==> src/rtl/uart_tx_arbiter.sv <==
// Round-robin scheduler sharing one uart_tx byte interface among P_NUM_REQ
// byte producers. One byte is captured per grant, offered with valid/ready,
// then the arbiter returns to IDLE to pick the next requester.
// Optional feature macro: UART_ARB_LOCK_EN (packet lock keyed on i_req_last).
module uart_tx_arbiter #(
    parameter int unsigned P_NUM_REQ         = 4,
    parameter int unsigned P_UART_DATA_WIDTH = 8
) (
    input  logic                                   i_clk,
    input  logic                                   i_rst,
    input  logic [P_NUM_REQ-1:0]                   i_req_valid,
    input  logic [P_NUM_REQ*P_UART_DATA_WIDTH-1:0] i_req_data,
    input  logic [P_NUM_REQ-1:0]                   i_req_last,
    output logic [P_NUM_REQ-1:0]                   o_req_ready,
    output logic [P_UART_DATA_WIDTH-1:0]           o_user_tx_data,
    output logic                                   o_user_tx_valid,
    input  logic                                   i_user_tx_ready,
    output logic [$clog2(P_NUM_REQ)-1:0]           o_grant_id,
    output logic                                   o_busy
);

    localparam int unsigned ID_W = $clog2(P_NUM_REQ);
    localparam int unsigned DW   = P_UART_DATA_WIDTH;

    typedef enum logic {
        ST_IDLE = 1'b0,
        ST_SEND = 1'b1
    } state_t;

    state_t              state_q, state_d;
    logic [ID_W-1:0]     ptr_q, ptr_d;
    logic [ID_W-1:0]     grant_q, grant_d;
    logic [DW-1:0]       data_q, data_d;
    logic [P_NUM_REQ-1:0] ready_q, ready_d;

    logic                pick_found;
    logic [ID_W-1:0]     pick_idx;
    logic [ID_W-1:0]     cand_id;
    int unsigned         cand;
    logic                lock_act;
    logic                xfer;

`ifdef UART_ARB_LOCK_EN
    logic lock_q, lock_d;
    logic last_q, last_d;
    assign lock_act = lock_q;
`else
    logic unused_last;
    assign unused_last = ^i_req_last;
    assign lock_act    = 1'b0;
`endif

    assign xfer = (state_q == ST_SEND) && i_user_tx_ready;

    // Round-robin search starting one past the last served requester
    always_comb begin
        pick_found = 1'b0;
        pick_idx   = '0;
        cand       = 0;
        cand_id    = '0;
        for (int unsigned i = 1; i <= P_NUM_REQ; i++) begin
            cand    = (32'(ptr_q) + i) % P_NUM_REQ;
            cand_id = ID_W'(cand);
            if (!pick_found && i_req_valid[cand_id] && (!lock_act || (cand_id == grant_q))) begin
                pick_found = 1'b1;
                pick_idx   = cand_id;
            end
        end
    end

    // State register
    always_ff @(posedge i_clk) begin
        if (i_rst) begin
            state_q <= ST_IDLE;
        end else begin
            state_q <= state_d;
        end
    end

    // Next-state logic: IDLE -> SEND on a grant, SEND -> IDLE on transfer
    always_comb begin
        state_d = state_q;
        case (state_q)
            ST_IDLE: if (pick_found) state_d = ST_SEND;
            ST_SEND: if (i_user_tx_ready) state_d = ST_IDLE;
            default: state_d = ST_IDLE;
        endcase
    end

    // Output decode: valid and busy both mean "holding a byte"
    always_comb begin
        o_user_tx_valid = (state_q == ST_SEND);
        o_busy          = (state_q == ST_SEND);
    end

    // Capture on grant, pointer/lock update on transfer
    always_comb begin
        ptr_d   = ptr_q;
        grant_d = grant_q;
        data_d  = data_q;
        ready_d = '0;
`ifdef UART_ARB_LOCK_EN
        lock_d  = lock_q;
        last_d  = last_q;
`endif
        if ((state_q == ST_IDLE) && pick_found) begin
            grant_d = pick_idx;
            data_d  = i_req_data[32'(pick_idx)*DW +: DW];
            ready_d = P_NUM_REQ'(1) << pick_idx;
`ifdef UART_ARB_LOCK_EN
            last_d  = i_req_last[pick_idx];
`endif
        end
        if (xfer) begin
            ptr_d = grant_q;
`ifdef UART_ARB_LOCK_EN
            lock_d = !last_q;
`endif
        end
    end

    // Datapath registers; reset leaves requester 0 first in line
    always_ff @(posedge i_clk) begin
        if (i_rst) begin
            ptr_q   <= ID_W'(P_NUM_REQ - 1);
            grant_q <= '0;
            data_q  <= '0;
            ready_q <= '0;
`ifdef UART_ARB_LOCK_EN
            lock_q  <= 1'b0;
            last_q  <= 1'b0;
`endif
        end else begin
            ptr_q   <= ptr_d;
            grant_q <= grant_d;
            data_q  <= data_d;
            ready_q <= ready_d;
`ifdef UART_ARB_LOCK_EN
            lock_q  <= lock_d;
            last_q  <= last_d;
`endif
        end
    end

    assign o_req_ready    = ready_q;
    assign o_grant_id     = grant_q;
    assign o_user_tx_data = data_q;

endmodule

==> config.mk <==
export PLATFORM = sky130hd
export DESIGN_NAME = uart_tx_arbiter
export DESIGN_NICKNAME = d
export VERILOG_FILES = /design/src/rtl/uart_tx_arbiter.sv
export SDC_FILE = /design/constraint.sdc
export NUM_CORES = 1
export LEC_CHECK = 0
export CAP_MARGIN = 20
export CORE_ASPECT_RATIO = 1.5
export CORE_MARGIN = 10
export CORE_UTILIZATION = 35
export CTS_CLUSTER_DIAMETER = 100
export DETAILED_ROUTE_END_ITERATION = 10
export GPL_ROUTABILITY_DRIVEN = 0
export PLACE_DENSITY = 0.84
export SYNTH_ARGS = -nofsm -noshare
export SYNTH_HDL_FRONTEND = slang
export SYNTH_SLANG_ARGS = --single-unit
==> constraint.sdc <==
create_clock -name i_clk -period 2.3 [get_ports i_clk]
set_clock_uncertainty 0.05 [all_clocks]
set_input_delay 0.23 -clock i_clk [delete_from_list [all_inputs] [get_ports i_clk]]
set_output_delay 0.23 -clock i_clk [all_outputs]
set_load 0.02 [all_outputs]
Word-level counts from Yosys, hierarchy flattened
Cells that the tools add are included.
{ "totals": {"in_bits": 43, "wordCells": 45, "output_inout_bits": 16, "ff_bits": 17} }
{ "classes": {"bitwise_logic": 2, "n_mux": 19, "n_shift": 2, "reduce_logical": 9, "magnitude_cmp": 4, "add_sub_neg": 4} }
{ "ops": {"columns": ["op", "n"], "rows": [
  ["variable part select 32 x 6 -> 8 bit", 1],
  ["less-than comparator 2 x 3 -> 1 bit, second input constant", 4],
  ["two-way mux 1 bit", 10],
  ["binary-select mux 1 bit (select 2 bit)", 4],
  ["two-way mux 2 bit", 4],
  ["logical AND 1 bit", 5],
  ["adder 2 x 1 -> 2 bit, second input constant", 2],
  ["adder 2 bit, second input constant", 2],
  ["<< shifter 1 x 2 -> 4 bit, first input constant", 1],
  ["logical NOT 1 bit", 3],
  ["inverter 1 bit", 2],
  ["one-hot mux 1 bit (2 select lines)", 1],
  ["OR reduction 2 bit", 1]
]} }

Depth between registers and ports, before layout
{ "depth": {"ltp_word": 16, "mapped_depth": 5, "depth_no_buf": 5} }

Worst setup path after synthesis
No wires, ideal clock.
{ "synth_timing": {"kind": "register -> register", "from": "reg ptr_q[1]", "to": "reg data_q[1], in the netlist o_user_tx_data[1]", "arrival_ps": 1558, "synth_period_minus_slack_ps": 1730, "n_path_buf": 0, "setup_time_ps": 122, "slack_ps": 570, "stages_incl_launch_ff": 6, "required_time_ps": 2128, "cell_sequence": "dfxtp_1 and3b_1 or2_4 nor2_2 mux2_1 a221o_1"} }
{ "synth_between": {"elab_chain_len": 14, "word_cells_on_any_way": 28, "classes_between": "add/sub: 4; shift: 1; mux: 16; reduce/logical: 7"} }
{ "synth_lines": {"columns": ["element", "line", "text"], "rows": [
  ["from (decl)", "31", "logic [ID_W-1:0] ptr_q, ptr_d;"],
  ["from (signal assigned)", "125", "ptr_q <= ID_W'(P_NUM_REQ - 1);"],
  ["from (signal assigned)", "134", "ptr_q <= ptr_d;"],
  ["adder 2 x 1 -> 2 bit", "62", "cand = (32'(ptr_q) + i) % P_NUM_REQ;"],
  ["binary-select mux 1 bit (select 2 bit)", "64", "if (!pick_found && i_req_valid[cand_id] && (!lock_act || (cand_id == grant_q))) begin"],
  ["two-way mux 1 bit (not written as such)", "64", null],
  ["two-way mux 1 bit", "64", null],
  ["logical NOT 1 bit", "64", null],
  ["logical AND 1 bit", "64", null],
  ["two-way mux 1 bit", "64", null],
  ["logical NOT 1 bit", "64", null],
  ["logical AND 1 bit", "64", null],
  ["two-way mux 1 bit", "64", null],
  ["logical NOT 1 bit", "64", null],
  ["logical AND 1 bit", "64", null],
  ["two-way mux 2 bit or two-way mux 1 bit (tied branches)", "64", null],
  ["variable part select 32 x 6 -> 8 bit or logical AND 1 bit (tied branches)", "108, 106", null],
  ["to (signal assigned)", "136", "data_q <= data_d;"],
  ["to (decl)", "33", "logic [DW-1:0] data_q, data_d;"]
]} }
Parallel ways exist; a longest one is shown, timed or not. The select of a mux whose other input is x is not followed.
A chain may end at the register's enable or synchronous reset.

Worst setup path in the final report
{ "layout_timing": {"from": "in i_req_valid[3]", "to": "reg data_q[2], in the netlist o_user_tx_data[2]"} }
{ "layout_between": {"elab_chain_len": 13, "word_cells_on_any_way": 24, "classes_between": "shift: 1; mux: 16; reduce/logical: 7"} }
{ "layout_lines": {"columns": ["element", "line", "text"], "rows": [
  ["from (decl)", "11", "input logic [P_NUM_REQ-1:0] i_req_valid,"],
  ["binary-select mux 1 bit (select 2 bit)", "64", null],
  ["two-way mux 1 bit (not written as such)", "64", null],
  ["two-way mux 1 bit", "64", null],
  ["logical NOT 1 bit", "64", null],
  ["logical AND 1 bit", "64", null],
  ["two-way mux 1 bit", "64", null],
  ["logical NOT 1 bit", "64", null],
  ["logical AND 1 bit", "64", null],
  ["two-way mux 1 bit", "64", null],
  ["logical NOT 1 bit", "64", null],
  ["logical AND 1 bit", "64", null],
  ["two-way mux 2 bit or two-way mux 1 bit (tied branches)", "64", null],
  ["variable part select 32 x 6 -> 8 bit or logical AND 1 bit (tied branches)", "108, 106", null]
]} }
Parallel ways exist; a longest one is shown, timed or not. The select of a mux whose other input is x is not followed.

==> results.toml <==
[outcome]
status = "completed"

[finish]
regArea_um2 = 340.3
antenna_cells = 0
layout-drive-gt1-share = 0.08861
fin_nets = 202
area_growth_pct = 68.63
multi_input_area_um2 = 526.8
design_area_um2 = 1506
nFillCells = 219

[clocking]
post-cts-setup-buffers = 0
clk_pin_slew_ns = 0.11
cts_buffers = 3
ctsHoldBuffers = 0
cts_root_buffer = "clkbuf_4"
cts_tree = "done"
cts_buffer_depth = 2
cts.sinks = 17
clk-insertion-delay-late_ns = 0.30
cts_max_level = 1
post_cts_resized = 0

[routing]
vias = 1031
drc = 0
finalWirelength_um = 3161
drtPass1Iterations = 4
ant_nets = 0
vias_per_cell = 5.665
dr.first_iter.drc_count = 26
wire_per_inst_um = 17.37

[critical_path]
critPathSlowestCell = "clkdlybuf4s50_1"
r2r_setup_slack_ns = 0.42
r2r_start = "ptr_q[1]"
cp-end-kind = "flip-flop"
start_kind = "input pin"
cp.required_ns = 2.45
arrival_ns = 2.12
crit_chain = "clkdlybuf4s50_1 -> and3b_1 -> or2_4 -> nor2_2 -> mux2_1 -> a221o_1"
worstRegToRegCells = 5
crit_type = "input pin to flip-flop"
reg2reg_to = "o_user_tx_data[2]"
crit_fanout = 6
slowest_delay_ns = 0.57

[synthesis]
synth_area_um2 = 893.4
ys.flop_type = "dfxtp_1"
synth-seq-area-share = 0.3810
ys_ff_latch = 17
avgSynthCellArea_um2 = 9.116
syn_inst = 98
ys_warn_count = 0
synth_nets = 141
synth_cell_type_count = 32
synthArstFlopShare = 0
synth-edff-count = 0

[grt]
track_usage = 0.1255
grt.overflow.total = 0
antenna_found_initial = 0
grt_pass1_wl_um = 4836
grt_pass1_vias = 1065
grt_max_degree = 11

[timing]
hold_viol_final = 0
max_slew.worst_pin.slew_ns = 0.3963
post-route-period-util = 0.8554
rsz0062_at_grt = "no"
fin_ws_ns = 0.3325
slew_viol_final = 0
min_period_ns = 1.968
relSlewSlack = 0.7342
setup_viol = 0
setup_tns_ns = 0
fmax_mhz = 508.3

[die]
num_rows = 22
core_um2 = 2450
io_pins = 59
dieArea_um2 = 5015
start_util = 0.3647
fp.dieW_um = 61.25
dieHeight_um = 81.88

[hold_path]
hp-start = "o_grant_id[1]"
hold_end = "o_grant_id[1]"
holdPathStages = 2
min_path_type = "flip-flop to flip-flop"

[power_and_ir_drop]
power.density_nw_per_um2 = 542.1
p_total_uw = 816.6
power.leakage_uw = 0.0006380
ir_drop_v = 0.0004759

[placed_design]
io_buffers = 54
hpwl_um = 2657
place_area_um2 = 1479
place_ws_ns = 0.02459

[flow_run]
maxCapViolCount = 0
[final cells by class]
cell class / instances / area share
clock buffers: 3 / 0.01495
clock inverters: 1 / 0.003322
inverters: 5 / 0.01246
flip-flops and latches: 17 / 0.2259
well taps: 24 / 0.01993
multi-input cells: 75 / 0.3497
repair buffers: 57 / 0.3738
[critical path: cells and delay by family]
family | cells | cell delay, ns
compound gates | 1 | 0.32
buf+inv | 1 | 0.57
mux | 1 | 0.36
simple gates | 3 | 0.63
[cells by family (layout without fill, tap and decap cells)]
group / after synthesis / in the layout / synth area share
multiplexers: 9 / 9 / 0.1036
AO/OA/AOI/OAI: 29 / 29 / 0.2731
buffers and inverters: 6 / 66 / 0.02942
flip-flops: 17 / 17 / 0.3810
AND/OR/NAND/NOR: 37 / 37 / 0.2129
[sequential cells by signal (all words and copies together), names as in the netlist]
signal	flops
o_user_tx_data	8
o_req_ready	4
o_grant_id	2
ptr_q	2
o_busy	1
[per-layer routing]
layer	GRT usage	share of wire	vias to the layer above
met3	0.05864	0.11	6
li1	-	-	497
met1	0.1247	0.36	484
met2	0.2123	0.51	44
met4	0.06193	0.020	0
met5	0	0	-
[cells in the mapped netlist, drive strengths merged, types with 2 or more instances]
cell type  instances  area [µm²]
nor3               3       15.01
a22oi              3       22.52
mux2               2       22.52
o221ai             6       52.55
inv                5       18.77
nor4               3       18.77
and3               3       18.77
a221o              2       20.02
a211o              2       17.52
a21oi              2       10.01
nor2              12       55.06
dfxtp             17       340.3
mux2i              7       70.07
a32oi              3       26.28
or2                2       17.52
nand2             10       37.54
a211oi             2       15.01
o211a              2       20.02
[worst max-delay path by stage]
stage	depth (start not counted)	start	end	slack, ns
5_1_grt	6	i_req_valid[0]	o_user_tx_data[2]	0.26
3_5_place_dp	6	i_req_valid[3]	o_user_tx_data[2]	0.02
6_report	6	i_req_valid[3]	o_user_tx_data[2]	0.33
2_1_floorplan	5	ptr_q[1]	o_user_tx_data[1]	0.57
4_1_cts	6	i_req_valid[3]	o_user_tx_data[2]	0.34
3_3_place_gp	6	i_req_valid[0]	o_user_tx_data[1]	0.09
[report_power, final]
| part | switching [µW] | leakage, µW | internal [µW] |
|---|---|---|---|
| clock network | 103 | 0.0000177 | 64.9 |
| logic | 137 | 0.000480 | 166 |
| registers | 21.2 | 0.000140 | 325 |
[layout by cell type, fill, tap and decap left out]
cell,instances
a21boi_1,1
a22oi_1,3
or2_4,2
and2_1,1
clkdlybuf4s50_1,54
nor2_4,1
a32oi_1,3
inv_1,5
buf_4,3
o211a_1,2
a21oi_1,2
nor2b_1,1
dfxtp_1,17
o21ba_2,1
and3b_1,1
o2bb2ai_2,1
o221ai_1,6
mux2_1,2
a31oi_1,1
clkbuf_4,3
o21ai_1,1
clkinv_2,1
a211o_1,2
nor3_1,3
nor4_1,3
a211oi_1,2
mux2i_1,7
a31o_2,1
and3_1,3
nand2_1,10
nand2b_1,1
nor2_2,1
nor2_1,10
a21o_1,1
a221o_1,2
[through the flow]
step	instances	utilization	hold WS [ns]
4_1_cts	182	0.6149	0.4194
6_report	182	0.6149	0.4174
5_1_grt	182	0.6149	0.4358
2_1_floorplan	98	-	0.2528
3_3_place_gp	178	0.6037	0.3945
3_5_place_dp	178	0.6037	0.4025
No activity file was read; power rests on OpenSTA's default activity.
